==> config.mk <==
export PLATFORM = sky130hd
export DESIGN_NAME = tri_setup_ctrl_flat
export DESIGN_NICKNAME = d
export VERILOG_FILES = /design/src/rtl/tri_setup_pkg.sv /design/src/rtl/tri_setup_if.sv /design/src/rtl/tri_cull_check.sv /design/src/rtl/tri_setup_ctrl.sv /design/src/flat_wrapper.sv
export SDC_FILE = /design/constraint.sdc
export NUM_CORES = 1
export LEC_CHECK = 0
export CORE_UTILIZATION = 30
export CTS_CLUSTER_SIZE = 8
export DETAILED_ROUTE_END_ITERATION = 12
export PLACE_DENSITY = 0.6
export SYNTH_ARGS = -nofsm -noshare
export SYNTH_HDL_FRONTEND = slang
export SYNTH_SLANG_ARGS = --single-unit
==> constraint.sdc <==
create_clock -name clk -period 14.7 [get_ports clk]
set_input_delay 2.94 -clock clk [delete_from_list [all_inputs] [get_ports clk]]
set_output_delay 2.94 -clock clk [all_outputs]
set_load 0.02 [all_outputs]
==> src/rtl/tri_setup_pkg.sv <==
`default_nettype none
// ============================================================================
//  Module      : tri_setup_pkg
//  Description : Shared types and constants for the triangle-setup sequencer:
//                FSM state encoding, cull-mode codes, vertex field layout.
//  Revision    : 1.0  initial release
// ============================================================================
package tri_setup_pkg;

  // Default coordinate width and packed triangle width
  localparam int COORD_W_DFLT = 16;
  localparam int TRI_W        = 6 * COORD_W_DFLT;

  // Coordinate slot index inside the packed triangle {v2y,v2x,v1y,v1x,v0y,v0x}
  localparam int V0X_IDX = 0;
  localparam int V0Y_IDX = 1;
  localparam int V1X_IDX = 2;
  localparam int V1Y_IDX = 3;
  localparam int V2X_IDX = 4;
  localparam int V2Y_IDX = 5;

  // Cull-mode codes; 2'b11 behaves like CULL_NONE
  localparam logic [1:0] CULL_NONE = 2'b00;
  localparam logic [1:0] CULL_CW   = 2'b01;
  localparam logic [1:0] CULL_CCW  = 2'b10;

  // Sequencer states
  typedef enum logic [2:0] {
    ST_IDLE    = 3'd0,
    ST_START   = 3'd1,
    ST_WAIT    = 3'd2,
    ST_RECOVER = 3'd3,
    ST_OUT     = 3'd4
  } state_t;

  // Packs six default-width coordinates into the triangle bus layout
  function automatic logic [TRI_W-1:0] tri_pack(
    input logic [COORD_W_DFLT-1:0] v0x, input logic [COORD_W_DFLT-1:0] v0y,
    input logic [COORD_W_DFLT-1:0] v1x, input logic [COORD_W_DFLT-1:0] v1y,
    input logic [COORD_W_DFLT-1:0] v2x, input logic [COORD_W_DFLT-1:0] v2y);
    logic [TRI_W-1:0] t;
    t = '0;
    t[V0X_IDX*COORD_W_DFLT +: COORD_W_DFLT] = v0x;
    t[V0Y_IDX*COORD_W_DFLT +: COORD_W_DFLT] = v0y;
    t[V1X_IDX*COORD_W_DFLT +: COORD_W_DFLT] = v1x;
    t[V1Y_IDX*COORD_W_DFLT +: COORD_W_DFLT] = v1y;
    t[V2X_IDX*COORD_W_DFLT +: COORD_W_DFLT] = v2x;
    t[V2Y_IDX*COORD_W_DFLT +: COORD_W_DFLT] = v2y;
    return t;
  endfunction

endpackage
`default_nettype wire

==> src/rtl/tri_setup_if.sv <==
`default_nettype none
// ============================================================================
//  Module      : tri_setup_if
//  Description : Bundle of the triangle input handshake, the area-unit
//                control/result signals, the setup output handshake and the
//                status outputs. slave = sequencer side, master = environment.
//  Revision    : 1.0  initial release
// ============================================================================
interface tri_setup_if #(
  parameter int COORD_W = 16
);
  // Triangle input handshake
  logic                   in_valid;
  logic                   in_ready;
  logic [6*COORD_W-1:0]   in_tri;
  logic [1:0]             cull_mode;
  // Area unit
  logic                   ar_start;
  logic                   ar_rst;
  logic [6*COORD_W-1:0]   ar_tri;
  logic                   ar_done;
  logic [COORD_W-1:0]     ar_area;
  // Setup result handshake
  logic                   out_valid;
  logic                   out_ready;
  logic [6*COORD_W-1:0]   out_tri;
  logic [COORD_W-1:0]     out_area;
  logic                   out_ccw;
  // Status
  logic [15:0]            culled_cnt;
  logic                   err_timeout;

  modport slave (
    input  in_valid, in_tri, cull_mode, ar_done, ar_area, out_ready,
    output in_ready, ar_start, ar_rst, ar_tri, out_valid, out_tri, out_area,
           out_ccw, culled_cnt, err_timeout
  );

  modport master (
    output in_valid, in_tri, cull_mode, ar_done, ar_area, out_ready,
    input  in_ready, ar_start, ar_rst, ar_tri, out_valid, out_tri, out_area,
           out_ccw, culled_cnt, err_timeout
  );
endinterface
`default_nettype wire

==> src/rtl/tri_cull_check.sv <==
`default_nettype none
// ============================================================================
//  Module      : tri_cull_check
//  Description : Combinational cull decision from a signed area and cull mode.
//                Degenerate (|area| < AREA_MIN) is always culled; otherwise
//                the mode selects which winding is rejected.
//  Revision    : 1.0  initial release
// ============================================================================
module tri_cull_check
  import tri_setup_pkg::*;
#(
  parameter int COORD_W  = 16,
  parameter int AREA_MIN = 1
) (
  input  wire logic [COORD_W-1:0] i_area,
  input  wire logic [1:0]         i_mode,
  output logic                    o_cull,
  output logic                    o_ccw
);
  localparam logic [COORD_W:0] c_AMIN = AREA_MIN[COORD_W:0];

  logic             w_neg;
  logic             w_zero;
  logic             w_pos;
  logic [COORD_W:0] w_ext;
  logic [COORD_W:0] w_mag;
  logic             w_degen;

  // Magnitude is one bit wider so the most negative area is not seen as small
  assign w_neg   = i_area[COORD_W-1];
  assign w_zero  = (i_area == '0);
  assign w_pos   = ~w_neg & ~w_zero;
  assign w_ext   = {i_area[COORD_W-1], i_area};
  assign w_mag   = w_neg ? (~w_ext + 1'b1) : w_ext;
  assign w_degen = (w_mag < c_AMIN);

  assign o_ccw  = w_pos;
  assign o_cull = w_degen
                | ((i_mode == CULL_CW)  & w_neg)
                | ((i_mode == CULL_CCW) & w_pos);

endmodule
`default_nettype wire

==> src/rtl/tri_setup_ctrl.sv <==
`default_nettype none
// ============================================================================
//  Module      : tri_setup_ctrl
//  Description : Triangle-setup sequencer. Accepts one triangle, starts the
//                shared area unit, waits for its done pulse with a timeout,
//                culls degenerate/back-facing triangles and forwards the rest.
//                A timeout soft-resets the area unit and sets a sticky error.
//  Revision    : 1.0  initial release
// ============================================================================
module tri_setup_ctrl
  import tri_setup_pkg::*;
#(
  parameter int COORD_W  = 16,
  parameter int TIMEOUT  = 15,
  parameter int AREA_MIN = 1
) (
  input  wire logic   clk,
  input  wire logic   rst,
  tri_setup_if.slave  bus
);
  localparam int          c_TRI_W   = 6 * COORD_W;
  localparam logic [7:0]  c_TIMEOUT = TIMEOUT[7:0];

  state_t               r_state;
  state_t               w_next;
  logic [c_TRI_W-1:0]   r_tri;
  logic [1:0]           r_mode;
  logic [COORD_W-1:0]   r_area;
  logic                 r_ccw;
  logic [7:0]           r_timer;
  logic [15:0]          r_culled_cnt;
  logic                 r_err;

  logic                 w_cull;
  logic                 w_ccw;
  logic                 w_done;
  logic                 w_expired;
  logic                 w_accept;
  logic                 w_start;
  logic                 w_recover;
  logic                 w_out_valid;

  tri_cull_check #(
    .COORD_W  (COORD_W),
    .AREA_MIN (AREA_MIN)
  ) u_cull (
    .i_area (bus.ar_area),
    .i_mode (r_mode),
    .o_cull (w_cull),
    .o_ccw  (w_ccw)
  );

  // A done pulse in the same cycle as the last timer value takes priority
  assign w_done    = (r_state == ST_WAIT) & bus.ar_done;
  assign w_expired = (r_state == ST_WAIT) & ~bus.ar_done & (r_timer == c_TIMEOUT);
  assign w_accept  = (r_state == ST_IDLE) & bus.in_valid;

  // State register
  always_ff @(posedge clk or posedge rst) begin
    if (rst) begin
      r_state <= ST_IDLE;
    end else begin
      r_state <= w_next;
    end
  end

  // Next-state and state-decoded strobes
  always_comb begin
    w_next      = r_state;
    w_start     = 1'b0;
    w_recover   = 1'b0;
    w_out_valid = 1'b0;
    case (r_state)
      ST_IDLE: begin
        if (bus.in_valid) w_next = ST_START;
      end
      ST_START: begin
        w_start = 1'b1;
        w_next  = ST_WAIT;
      end
      ST_WAIT: begin
        if (w_done)         w_next = w_cull ? ST_IDLE : ST_OUT;
        else if (w_expired) w_next = ST_RECOVER;
      end
      ST_RECOVER: begin
        w_recover = 1'b1;
        w_next    = ST_IDLE;
      end
      ST_OUT: begin
        w_out_valid = 1'b1;
        if (bus.out_ready) w_next = ST_IDLE;
      end
      default: w_next = ST_IDLE;
    endcase
  end

  // Datapath: triangle/mode capture, timer, result latch, counters, error flag
  always_ff @(posedge clk or posedge rst) begin
    if (rst) begin
      r_tri        <= '0;
      r_mode       <= CULL_NONE;
      r_area       <= '0;
      r_ccw        <= 1'b0;
      r_timer      <= '0;
      r_culled_cnt <= '0;
      r_err        <= 1'b0;
    end else begin
      if (w_accept) begin
        r_tri  <= bus.in_tri;
        r_mode <= bus.cull_mode;
      end
      if (r_state == ST_START) begin
        r_timer <= '0;
      end
      if (r_state == ST_WAIT) begin
        r_timer <= r_timer + 8'd1;
      end
      if (w_done) begin
        r_area <= bus.ar_area;
        r_ccw  <= w_ccw;
        if (w_cull && (r_culled_cnt != 16'hFFFF)) begin
          r_culled_cnt <= r_culled_cnt + 16'd1;
        end
      end
      if (w_expired) begin
        r_err <= 1'b1;
      end
    end
  end

  assign bus.in_ready    = (r_state == ST_IDLE) & ~rst;
  assign bus.ar_start    = w_start;
  assign bus.ar_rst      = rst | w_recover;
  assign bus.ar_tri      = r_tri;
  assign bus.out_valid   = w_out_valid;
  assign bus.out_tri     = r_tri;
  assign bus.out_area    = r_area;
  assign bus.out_ccw     = r_ccw;
  assign bus.culled_cnt  = r_culled_cnt;
  assign bus.err_timeout = r_err;

endmodule
`default_nettype wire
==> src/flat_wrapper.sv <==
// flat-port wrapper written by rule: the top's interface ports become plain ports
module tri_setup_ctrl_flat import tri_setup_pkg::*;
#(
  parameter int COORD_W  = 16,
  parameter int TIMEOUT  = 15,
  parameter int AREA_MIN = 1
)
  (clk, rst, bus_in_valid, bus_in_tri, bus_cull_mode, bus_ar_done, bus_ar_area, bus_out_ready, bus_in_ready, bus_ar_start, bus_ar_rst, bus_ar_tri, bus_out_valid, bus_out_tri, bus_out_area, bus_out_ccw, bus_culled_cnt, bus_err_timeout);
  tri_setup_if #(.COORD_W(COORD_W)) bus_i ();
  input  wire logic clk;
  input  wire logic rst;
  input wire logic [$bits(bus_i.in_valid)-1:0] bus_in_valid;
  input wire logic [$bits(bus_i.in_tri)-1:0] bus_in_tri;
  input wire logic [$bits(bus_i.cull_mode)-1:0] bus_cull_mode;
  input wire logic [$bits(bus_i.ar_done)-1:0] bus_ar_done;
  input wire logic [$bits(bus_i.ar_area)-1:0] bus_ar_area;
  input wire logic [$bits(bus_i.out_ready)-1:0] bus_out_ready;
  output wire logic [$bits(bus_i.in_ready)-1:0] bus_in_ready;
  output wire logic [$bits(bus_i.ar_start)-1:0] bus_ar_start;
  output wire logic [$bits(bus_i.ar_rst)-1:0] bus_ar_rst;
  output wire logic [$bits(bus_i.ar_tri)-1:0] bus_ar_tri;
  output wire logic [$bits(bus_i.out_valid)-1:0] bus_out_valid;
  output wire logic [$bits(bus_i.out_tri)-1:0] bus_out_tri;
  output wire logic [$bits(bus_i.out_area)-1:0] bus_out_area;
  output wire logic [$bits(bus_i.out_ccw)-1:0] bus_out_ccw;
  output wire logic [$bits(bus_i.culled_cnt)-1:0] bus_culled_cnt;
  output wire logic [$bits(bus_i.err_timeout)-1:0] bus_err_timeout;
  assign bus_i.in_valid = bus_in_valid;
  assign bus_i.in_tri = bus_in_tri;
  assign bus_i.cull_mode = bus_cull_mode;
  assign bus_i.ar_done = bus_ar_done;
  assign bus_i.ar_area = bus_ar_area;
  assign bus_i.out_ready = bus_out_ready;
  assign bus_in_ready = bus_i.in_ready;
  assign bus_ar_start = bus_i.ar_start;
  assign bus_ar_rst = bus_i.ar_rst;
  assign bus_ar_tri = bus_i.ar_tri;
  assign bus_out_valid = bus_i.out_valid;
  assign bus_out_tri = bus_i.out_tri;
  assign bus_out_area = bus_i.out_area;
  assign bus_out_ccw = bus_i.out_ccw;
  assign bus_culled_cnt = bus_i.culled_cnt;
  assign bus_err_timeout = bus_i.err_timeout;
  tri_setup_ctrl #(.COORD_W(COORD_W), .TIMEOUT(TIMEOUT), .AREA_MIN(AREA_MIN)) u_core (.clk(clk), .rst(rst), .bus(bus_i));
endmodule
# Yosys cells after proc, flatten, opt, wreduce, memory -nomap -nowiden
# Index checks and enable logic that the tools add are counted.
# totals
ff_bits	143
input_bits	119
output_inout_bits	230
word_cells	57
# classes
addsub	3
n_lt_le_gt_ge	1
n_eq_ne	11
n_mux	12
bitwise	16
reduce_logical	6
# ops
operator	count
$add 17x1->17 const B	1
$lt 17x1->1 const B	1
$mux 17	1
$not 17->17	1
$add 16x1->16 const B	1
$logic_not 16->1	1
$mux 8	2
$ne 16x16->1 const B	1
$mux 3	5
$pmux 3 s4	1
$add 8x1->8 const B	1
$and 1x1->1	8
$eq 8x4->1 const B	1
$eq 3x2->1 const B	2
$ne 2x2->1 const B	2
$not 1->1	4
$eq 3x1->1 const B	1
$eq 3x3->1 const B	1
$logic_not 3->1	1
$mux 1	3
$ne 3x1->1 const B	1
$or 1x1->1	3
$reduce_and 3->1	1
$eq 2x1->1 const B	1
other kinds (4)	4

# Logic depth before layout (Yosys ltp)
# Gate-level depths: netlist of run 1.
# logic_depth
word_depth	9
ltp_mapped	10

# Hierarchy
# Synthesis of run 1 repeated with hierarchy kept, for this count alone.
# unflattened
hier_cells	536
hier_area_um2	6882.9
# modules_own_cells
module	instances	cells_per_inst	area_each_um2
tri_setup_ctrl	1	472	6452.4
tri_cull_check	1	64	430.4

# Worst setup path after synthesis of run 1
# No wires, ideal clock.
# synth_path
path_type	input port to output port
from	input port rst
to	output port bus_ar_rst
arrival_time_ns	7.075
required_time_ns	11.760
setup_slack_ns	4.685
cell_stages	2
n_path_buf	0
cell_sequence	inv_1 -> o21ai_0
# synth_between
elab_chain_len	1
# synth_lines
item	line	source
from (decl)	flat_wrapper.sv:11	input wire logic rst;
$or 1x1->1	tri_setup_ctrl.sv:133	assign bus.ar_rst = rst | w_recover;
to (decl)	flat_wrapper.sv:20	output wire logic [$bits(bus_i.ar_rst)-1:0] bus_ar_rst;
# No other way between the ends.

# Worst setup path in the final report of run 1
# Same ends and word-level chain as after synthesis.

==> impl_metrics.tcl, run 1 <==
set metrics [dict create \
    timing.final.crit_share_pct 52.15 \
    post_drt_wl_per_cell_um 17.28 \
    drc 0 \
    insertion_delay_ns 0.42 \
    ys_types 55 \
    die-area_mm2 0.02370 \
    p_per_area_mw_per_mm2 235.9 \
    cts_resized 0 \
    cpLargestDelayFamily "buffers and inverters" \
    yosysMostFrequentCell "dfrtp_1" \
    run_status "finished, final reports clean" \
    required_ns 11.76 \
    synthTopCellsByCount "143 x dfrtp_1, 115 x mux2_2, 96 x buf_4, 15 x o21ai_0, 15 x xor2_1" \
    ys_seq_elements 143 \
    maxCapViolations 0 \
    cts_root_buf "clkbuf_16" \
    hold_ws_ns 0.4809 \
    grt_remaining_overflow 0 \
    syn_inst 556 \
    min_from "u_core.bus.err_timeout" \
    finalSetupViolations 0 \
    viasPerCell 4.558 \
    rsz0062_at_grt "no" \
    hold_depth 1 \
    synth_top_area_cell "dfrtp_1" \
    relSlewSlack_pct 29.58 \
    cp.depth 4 \
    period_minus_slack_ns 7.666 \
    p_leak_nw 4.302 \
    cp-start-kind "input pin" \
    critPathBufInv 3 \
    drt_iter0_drc 222 \
    max_stage_delay_ns 0.58 \
    antenna_found_initial 0 \
    design.core.area_mm2 0.02264 \
    r2r_start "u_core.r_state[2]" \
    cts_made_buffers 17 \
    fin_total_pwr_w 0.002490 \
    drt_pass1_iterations 4 \
    slew_violations 0 \
    end_kind "output port" \
    fin_util_pct 46.63 \
    clkSinkCount 143 \
    ir_worst_vdd_mv 0.09798 \
    vias 5055 \
    synth_top_area_share_pct 51.67 \
    synth_async_sr_flop_share_pct 100.0 \
    cts_buffer_depth 2 \
    post_cts_buffers 0 \
    io_buffers 348 \
    crit_start "rst" \
    io_pins 349 \
    hold_violations 0 \
    tightest_slew_ns 1.053 \
    dieWidth_um 153.9 \
    synth_enable_flop_cells 0 \
    synthFlopType "dfrtp_1" \
    clkTransAtPathRegs_ns 0.06 \
    worstPathCellList "clkdlybuf4s50_1, inv_6, o21ai_0, clkdlybuf4s50_1" \
    num-nets-final 933 \
    r2r_cells 7 \
    start_util_pct 30.59 \
    path_max_fanout 78 \
    dieHeight_um 153.9 \
    hp-class "flip-flop to flip-flop" \
    htree_num_levels 4 \
    ctsHoldBuffers 0 \
    gp_congestion 0.7973 \
    grt_pass1_wl_um 29730 \
    yosysWarnings 0 \
    finClkSkew_ns 0.01221 \
    drive_gt1_share_pct 21.00 \
    netlist_top_cells_area "dfrtp_1 52%, mux2_2 19%, buf_4 10%, xor2_1 1.9%, nor3_2 1.6%" \
    crit_slowest_cell "clkdlybuf4s50_1" \
    grt_pass1_vias 4888 \
    synth_area_mm2 0.006925 \
    postRouteAntennaNets 0 \
    synth_area_per_cell_um2 12.46 \
    crit_type "input pin to output port" \
    core.rowCount 55 \
    dp.final_hpwl_um 14120 \
    tns_ns 0 \
    synth-seq-area-share_pct 51.67 \
    syn_to_final_growth_pct 52.45 \
    tritoncts "built" \
    routed_wl_um 19160 \
    syn-num-nets 678 \
    grt_max_degree 79 \
    num_antenna_cells 0 \
    cp.arrival_ns 4.73 \
    grtUsageTotal_pct 16.45 \
    cp_common_cell "clkdlybuf4s50_1" \
    fmax_ghz 0.1305 \
]
cell type report:
class | count | area, um2
fillers | 2079 | 12080
flip-flops and latches | 143 | 3578
repair buffers | 353 | 3521
multi-input cells | 285 | 2495
clock buffers | 18 | 439.2
well taps | 285 | 356.6
clock inverters | 14 | 121.4
inverters | 11 | 46.29
final timing paths:
check / to / slack, ns
worst min register to register: u_core.bus.err_timeout / 0.48
worst max register to register: u_core.bus.culled_cnt[1] / 11.76
max in group asynchronous: u_core.bus.ar_tri[23] / 10.29
min in group asynchronous: u_core.bus.ar_tri[93] / 3.03
worst min-delay path: u_core.bus.err_timeout / 0.48
worst max-delay path: bus_ar_rst / 7.03
state kept, by name (all words and copies together), names as in the netlist:
| name | flops |
|---|---|
| u_core.bus.out_area | 16 |
| u_core.r_timer | 8 |
| u_core.bus.err_timeout | 1 |
| u_core.bus.ar_tri | 96 |
| u_core.r_mode | 2 |
| u_core.bus.out_ccw | 1 |
| u_core.r_state | 3 |
| u_core.bus.culled_cnt | 16 |
layout by cell type, fill, tap and decap left out, types with 3 or more instances in the layout:
cell | Yosys | routed
inv_6 | 0 | 8
o21ai_0 | 15 | 15
dfrtp_1 | 143 | 143
inv_1 | 11 | 10
nand2b_1 | 4 | 4
mux2_2 | 115 | 115
a21oi_1 | 10 | 10
nand2_1 | 13 | 13
nand3_1 | 13 | 13
nor4_1 | 6 | 6
nor3_1 | 8 | 8
and3_1 | 5 | 5
and4_1 | 4 | 4
buf_4 | 96 | 5
nor2_1 | 12 | 12
xor2_1 | 15 | 15
nor3b_1 | 3 | 3
clkbuf_16 | 0 | 17
clkdlybuf4s50_1 | 0 | 348
ha_1 | 3 | 3
nor3_2 | 11 | 11
nand4_1 | 4 | 4
stage by stage:
step                      instances  cell area [um2]  setup WS, ns
after floorplan                 556             6925         4.685
after global placement         1077             9997         6.950
after detailed placement       1077             9997         6.946
after CTS                      1109            10560         6.942
after global routing           1109            10560         6.830
final                          1109            10560         7.034
routing by layer:
metal	share of wire, %	vias up	global-route usage [%]	wire (um)
met2	49	189	26.84	9465
met5	0	-	0	0
li1	-	2387	-	-
met4	1.4	0	5.286	276
met1	44	2460	21.25	8413
met3	5.2	19	4.200	1002
power breakdown:
part | leakage [nW] | switching, W | internal, W
sequential | 1.73 | 0.000153 | 0.000568
combinational | 2.30 | 0.000647 | 0.000706
clock | 0.273 | 0.000189 | 0.000227
total | 4.30 | 0.000990 | 0.00150
cell families (layout without fill, tap and decap cells):
logic type                 count (synthesis)  count (layout)  synth area share, %
and+or+nand+nor                          103             103                9.955
muxes                                    118             118                19.22
buffers and inverters                    128             396                12.39
adders and majority gates                  3               3               0.5421
DFF                                      143             143                51.67
xor gates and xnor gates                  15              15                1.897
AOI/OAI and AO/OA                         46              46                4.318
(Power assumes the default switching activity.)
==> run 2, diff against run 1 <==
- PLACE_DENSITY: 0.6 -> 0.62
- clock period: 14.7 -> 6.6 ns (I/O delays scaled with it)
==> run 2 against run 1 <==
Non-clock buffer count unchanged. Combinational power up 120%. Total power rose by 120%. First-iteration DRC count decreased by 12%. Largest cell class unchanged. Largest power group unchanged. Highest routed layer unchanged.
==> impl_metrics.tcl, run 2 (same netlist as run 1, synthesis figures left out) <==
set metrics [dict create \
    vias 5056 \
    io_pins 349 \
    relSlewSlack_pct 29.08 \
    finClkSkew_ns 0.007855 \
    viasPerCell 4.559 \
    run_status "finished, final reports clean" \
    maxCapViolations 0 \
    clkTransAtPathRegs_ns 0.07 \
    fmax_ghz 0.2292 \
    dieWidth_um 153.9 \
    syn_to_final_growth_pct 52.54 \
    dp_cells 1077 \
    tightest_slew_ns 1.060 \
    clkSinkCount 143 \
    cts_made_buffers 17 \
    post_cts_buffers 0 \
    cts_root_buf "clkbuf_16" \
    largest_reg_flops 96 \
    r2r_start "u_core.r_state[2]" \
    nFillCells 2101 \
    die-area_mm2 0.02370 \
    timing.final.crit_share_pct 66.10 \
    ir_worst_vdd_mv 0.2388 \
    cp-start-kind "input pin" \
    hold_violations 0 \
    p_leak_nw 4.289 \
    drive_gt1_share_pct 20.87 \
    path_max_fanout 18 \
    p_per_area_mw_per_mm2 523.7 \
    post_drt_wl_per_cell_um 17.06 \
    stdcell_count 1109 \
    layout.cells.most_common "clkdlybuf4s50_1" \
    start_util_pct 30.59 \
    core.rowCount 55 \
    insertion_delay_ns 0.41 \
    tns_ns 0 \
    grt_max_degree 99 \
    final_cell_mix "348 x clkdlybuf4s50_1, 143 x dfrtp_1, 115 x mux2_2, 17 x clkbuf_16" \
    hold_ws_ns 0.4739 \
    grt_pass1_wl_um 29460 \
    required_ns 5.28 \
    design.core.area_mm2 0.02264 \
    grt_pass1_vias 4921 \
    slew_violations 0 \
    num_antenna_cells 0 \
    grtUsageTotal_pct 16.11 \
    tritoncts "built" \
    crit_type "input pin to output port" \
    crit_start "rst" \
    drt_pass1_iterations 4 \
    grt_remaining_overflow 0 \
    postRouteAntennaNets 0 \
    gp_congestion 0.7989 \
    rsz0062_at_grt "no" \
    min_from "u_core.bus.err_timeout" \
    routed_wl_um 18920 \
    end_kind "output port" \
    cp.arrival_ns 3.04 \
    dp.final_hpwl_um 13970 \
    htree_num_levels 4 \
    hp-class "flip-flop to flip-flop" \
    finalSetupViolations 0 \
    num-nets-final 933 \
    io_buffers 348 \
    drc 0 \
    dieHeight_um 153.9 \
    period_minus_slack_ns 4.363 \
    drt_iter0_drc 195 \
    cts_buffer_depth 2 \
    ctsHoldBuffers 0 \
    antenna_found_initial 0 \
    cts_resized 0 \
]
-- run 2: changes by cell type in the layout (fill, tap and decap cells not counted), sizes merged --
cell | previous run | this run
clkinvlp | 2 | 5
inv | 20 | 17
-- run 2: path summary, 6_finish.rpt --
| check | to | slack, ns | cells after the start |
|---|---|---|---|
| max | bus_ar_rst | 2.24 | 4 |
| min | u_core.bus.err_timeout | 0.47 | 1 |
| max reg2reg | u_core.bus.culled_cnt[1] | 4.09 | 8 |
| min reg2reg | u_core.bus.err_timeout | 0.47 | 1 |
| max in group asynchronous | u_core.bus.ar_tri[17] | 4.14 | 3 |
| min in group asynchronous | u_core.bus.ar_tri[56] | 1.28 | 2 |
-- run 2: cell type report --
class,instances,area [um2],share of cell area [%]
inverters,11,45.04,0.4264
flip-flops and latches,143,3578,33.87
clock buffers,18,429.2,4.063
repair buffers,353,3533,33.45
clock inverters,14,126.4,1.196
well taps,285,356.6,3.376
multi-input cells,285,2495,23.62
-- run 2: worst max-delay path, cell delays in order --
cell and delay [ns]:
clkdlybuf4s50_1 0.52, clkinvlp_4 0.37, o21ai_0 0.20, clkdlybuf4s50_1 0.63
-- run 2: per-stage QoR --
stage	power, W	worst slack, ns	instance area [um2]	utilization [%]
detailed placement	0.004675	2.020	10010	44.21
finish	0.005532	2.237	10560	46.66
global placement	0.004651	2.067	10010	44.21
global route	0.005825	2.074	10560	46.66
CTS	0.005613	2.189	10560	46.66
floorplan	0.003448	1.110	6929	-
-- run 2: routing by layer --
layer	vias up	track usage [%]	share of wire, %
li1	2395	-	-
met2	179	26.30	49
met4	0	4.095	1.0
met5	-	0	0
met1	2471	20.89	44
met3	11	4.622	6.1
-- run 2: report_power, final --
| group | leakage (nW) | total [W] | internal, W | switching (W) |
|---|---|---|---|---|
| Combinational | 2.30 | 0.00302 | 0.00157 | 0.00145 |
| Sequential | 1.73 | 0.00161 | 0.00126 | 0.000343 |
| Clock | 0.261 | 0.000904 | 0.000495 | 0.000410 |
